$ cat src/rtl/fetch_stage.sv
// Instruction fetch stage: one outstanding instruction-memory request, an IF/ID register,
// a one-entry hold buffer for responses that arrive while decode is stalled, and redirect flushing.
module fetch_stage #(
    parameter logic [31:0] RESET_PC = 32'h0000_0000,
    parameter logic [31:0] NOP_INST = 32'h0000_0013
) (
    input  logic        clock,
    input  logic        reset,
    input  logic        io_pcsrc,
    input  logic [31:0] io_target,
    input  logic        io_stall,
    output logic        io_imem_req,
    output logic [31:0] io_imem_addr,
    input  logic        io_imem_ready,
    input  logic        io_imem_rvalid,
    input  logic [31:0] io_imem_rdata,
    output logic        io_id_valid,
    output logic [31:0] io_id_pc,
    output logic [31:0] io_id_inst,
    output logic [31:0] io_id_pcplus4
);

    typedef enum logic [1:0] {
        FETCH   = 2'd0,
        WAIT    = 2'd1,
        DISCARD = 2'd2
    } state_t;

    state_t      state;
    logic [31:0] pc;
    logic [31:0] req_pc;
    logic        hold_vld;
    logic [31:0] hold_pc;
    logic [31:0] hold_inst;

    logic accept;
    logic resp;
    logic advance;

    // A redirect suppresses the request combinationally so the stale pc never reaches memory.
    assign io_imem_req   = (state == FETCH) && !hold_vld && !io_pcsrc && reset;
    assign io_imem_addr  = pc;
    assign accept        = io_imem_req && io_imem_ready;
    assign resp          = (state == WAIT) && io_imem_rvalid && !io_pcsrc;
    assign advance       = !io_stall || !io_id_valid;
    assign io_id_pcplus4 = io_id_pc + 32'd4;

    always_ff @(posedge clock) begin
        if (!reset) begin
            pc          <= RESET_PC;
            state       <= FETCH;
            hold_vld    <= 1'b0;
            io_id_valid <= 1'b0;
            io_id_pc    <= 32'd0;
            io_id_inst  <= NOP_INST;
        end else begin
            case (state)
                FETCH: begin
                    if (accept) state <= WAIT;
                end
                WAIT: begin
                    if (io_imem_rvalid)  state <= FETCH;
                    else if (io_pcsrc)   state <= DISCARD;
                end
                DISCARD: begin
                    // The response still owed for the abandoned request closes the discard window.
                    if (io_imem_rvalid) state <= FETCH;
                end
                default: state <= FETCH;
            endcase

            if (io_pcsrc) begin
                pc          <= io_target;
                hold_vld    <= 1'b0;
                io_id_valid <= 1'b0;
                io_id_inst  <= NOP_INST;
            end else begin
                if (accept) pc <= pc + 32'd4;
                if (advance) begin
                    if (hold_vld) begin
                        io_id_valid <= 1'b1;
                        io_id_pc    <= hold_pc;
                        io_id_inst  <= hold_inst;
                        hold_vld    <= 1'b0;
                    end else if (resp) begin
                        io_id_valid <= 1'b1;
                        io_id_pc    <= req_pc;
                        io_id_inst  <= io_imem_rdata;
                    end else begin
                        io_id_valid <= 1'b0;
                        io_id_inst  <= NOP_INST;
                    end
                end else if (resp) begin
                    hold_vld <= 1'b1;
                end
            end
        end
    end

    // Address and hold-buffer payload are qualified by state/hold_vld, so they need no reset.
    always_ff @(posedge clock) begin
        if (accept) req_pc <= pc;
        if (resp && !advance) begin
            hold_pc   <= req_pc;
            hold_inst <= io_imem_rdata;
        end
    end

endmodule

$ cat config.mk
export PLATFORM = sky130hd
export DESIGN_NAME = fetch_stage
export DESIGN_NICKNAME = d
export VERILOG_FILES = /design/src/rtl/fetch_stage.sv
export SDC_FILE = /design/constraint.sdc
export NUM_CORES = 1
export LEC_CHECK = 0
export ABC_AREA = 1
export BUFFER_PORTS_ARGS = -buffer_cell sky130_fd_sc_hd__buf_4
export CAP_MARGIN = 20
export CORE_ASPECT_RATIO = 2
export CORE_MARGIN = 2
export CORE_UTILIZATION = 25
export DETAILED_ROUTE_END_ITERATION = 10
export PLACE_DENSITY = 0.52
export SYNTH_ARGS = -nofsm -noshare
export SYNTH_HDL_FRONTEND = slang
export SYNTH_SLANG_ARGS = --single-unit
$ cat constraint.sdc
create_clock -name clock -period 23.6 [get_ports clock]
set_input_delay 4.72 -clock clock [delete_from_list [all_inputs] [get_ports clock]]
set_output_delay 4.72 -clock clock [all_outputs]
set_load 0.02 [all_outputs]
==> flow_metrics.py <==
metrics = {
    "pwr": {
        "comb_power_share_pct": 6.9,
        "internal_power_uw": 521,
        "ir_worst_vdd_v": 0.0000442,
        "swShare_pct": 24.9,
        "power_switching_uw": 172,
        "p_leak_uw": 0.00438,
        "powerDensity_nw_per_um2": 61.9,
        "p_clk_share_pct": 39.6,
        "seqPwrFrac_pct": 53.4,
    },
    "critical_path": {
        "crit_type": "input port to primary output",
        "start_kind": "input port",
        "worstPathArrival_ns": 6.84,
        "critPathMaxFanout": 42,
        "r2r_setup_slack_ns": 21.05,
        "crit_required_ns": 18.88,
        "cp-end-kind": "primary output",
    },
    "die": {
        "initial_utilization_pct": 25.4,
        "dieArea_um2": 36500,
        "core-area_um2": 34400,
        "die_w_um": 136,
        "io-pin-count": 200,
        "std_cell_rows": 96,
        "die_y_um": 268,
    },
    "clocking": {
        "cts_hold_buf": 0,
        "numCtsBuffers": 17,
        "clockBufferDepth": 2,
        "cts_tree": "built",
        "root_buffer": "clkbuf_16",
        "clk_pin_slew_ns": 0.07,
        "cts_sinks": 196,
        "clk_latency_ns": 0.44,
        "htree_levels": 4,
        "cts_setup_buffers": 0,
        "post_cts_resized": 0,
    },
    "sta": {
        "finalWorstSetupSlack_ns": 12.04,
        "finalCritPeriodShare_pct": 49.0,
        "fmax_mhz": 86.5,
        "hold_violations": 0,
        "clock_skew_ns": 0.00884,
        "period_minus_slack_ns": 11.56,
        "tightest_slew_ns": 0.788,
        "rsz0062_at_grt": "no",
        "fin_tns_setup_ns": 0,
        "relSlewSlack_pct": 47.3,
        "setup_violations": 0,
        "report.final.slew_viol_count": 0,
    },
    "route": {
        "wl_per_cell_um": 16.0,
        "drc": 0,
        "wl_um": 26600,
        "wl_met3_um": 947,
        "routed.top_layer": "met4",
        "ant_nets": 0,
        "dr_wl_met2_um": 14100,
        "drtPass1Iterations": 5,
        "num_vias": 7519,
        "drtIter0Drc": 447,
        "viasPerCell": 4.52,
        "met1Wirelength_um": 10300,
    },
    "logic_synthesis": {
        "syn-num-nets": 1102,
        "syn-instance-count": 1030,
        "yosys_register_bits": 196,
        "synth_common_cells": "nand2_1, nor2_1, dfxtp_1",
        "synthTopCellsByArea": "edfxtp_1, dfxtp_1, nand2_1",
        "synthMostInstantiatedCell": "nand2_1",
        "synth_top_area_share_pct": 33.0,
        "synth.distinct_cells": 37,
        "ys.flop_type": "dfxtp_1",
        "synth-edff-count": 96,
        "synth_top_area_cell": "edfxtp_1",
        "async_flop_share_pct": 0,
        "synth_area_per_cell_um2": 8.47,
        "yosysWarnings": 0,
        "netlist_area_um2": 8730,
        "seq_area_frac_synth_pct": 56.0,
    },
    "grt": {
        "antenna_found_initial": 1,
        "grt_pass1_vias": 7223,
        "grt_overflow": 0,
        "grt_usage_pct": 14.6,
        "grt_max_degree": 67,
        "grt_first_pass_wirelength_um": 40500,
    },
    "placement": {
        "place_area_um2": 10600,
        "gp_congestion": 0.895,
        "io_buffer_count": 199,
        "dp_cells": 1628,
        "place_ws_ns": 11.97,
        "hpwl_um": 19700,
    },
    "run": {
        "drv_cap": 0,
    },
    "final_layout": {
        "finalNetCount": 1279,
        "drive_gt1_share_pct": 21.1,
        "syn_to_final_growth_pct": 28.1,
        "fillers": 3692,
        "stdcell_area_um2": 11200,
        "layout.cells.non_filler": 1662,
        "final_util_pct": 32.6,
    },
    "hold_path": {
        "hp-class": "flop to flop",
    },
    "run_status": {
        "status": "finished, final reports clean",
    },
}
## cell families (layout without fill, tap and decap cells)
logic type / after synthesis / count (layout) / synth area share, %
other: 0 / 1 / 0
DFF: 196 / 196 / 56.0
and+or+nand+nor: 525 / 525 / 25.2
xor gates and xnor gates: 35 / 35 / 3.51
AOI/OAI and AO/OA: 153 / 153 / 9.45
buffers and inverters: 119 / 309 / 5.55
adders and majority gates: 2 / 2 / 0.287
## per-stage QoR
step           power [uW]  hold WS [ns]
6_report              693         0.455
5_1_grt               721         0.463
4_1_cts               704         0.456
3_5_place_dp          426         0.436
3_3_place_gp          426         0.434
2_1_floorplan         400         0.427
## power groups by stage
stage / combinational [uW] / sequential [uW] / clock (uW)
global placement: 48.0 / 378 / 0
floorplan: 20.1 / 380 / 0
detailed placement: 48.3 / 378 / 0
finish: 48.0 / 370 / 275
CTS: 48.5 / 370 / 285
global route: 53.0 / 371 / 297
## final cells by class
class / count / area [um^2] / share of cell area [%]
antenna: 1 / 2.50 / 0.0224
multi-input combinational: 715 / 3370 / 30.1
clock buffer: 18 / 429 / 3.84
timing repair buffer: 206 / 1560 / 13.9
clock inverter: 14 / 120 / 1.07
tap: 441 / 552 / 4.93
sequential: 196 / 4890 / 43.7
inverter: 71 / 267 / 2.38
## worst paths after layout
| kind | depth (start not counted) | end | from |
|---|---|---|---|
| max | 6 | io_imem_req | reset |
| max reg2reg | 9 | io_id_pc[3] | state[0] |
| min | 0 | hold_pc[25] | req_pc[25] |
| min reg2reg | 0 | hold_pc[25] | req_pc[25] |
## cell usage in the layout (no fill, tap or decap), types with 13 or more instances in the layout
cell,netlist,layout
nand2_1,294,293
a31oi_1,34,34
nand3_1,67,67
a21oi_1,32,32
dfxtp_1,100,99
inv_1,67,66
nor2_1,116,116
clkbuf_16,0,17
xor2_1,29,29
edfxtp_1,96,96
o21ai_0,73,73
nor3_1,13,13
buf_4,6,205
## registers in the layout, summed over array words and instances (netlist names)
name	count
hold_inst	32
io_id_valid	1
req_pc	32
io_imem_addr	32
io_id_pc	32
hold_pc	32
io_id_inst	32
hold_vld	1
state	2
## metal layers
metal,global-route usage [%],vias to the layer above
met5,0,-
met4,8.00,0
met3,2.26,52
met2,26.2,210
met1,16.1,3457
li1,-,3800
## critical path, stage by stage
cell    delay, ns
buf_4        0.34
inv_2        0.32
nor2_4       0.68
inv_1        0.27
nor4_1       0.24
buf_4        0.21
(Power assumes the default switching activity.)
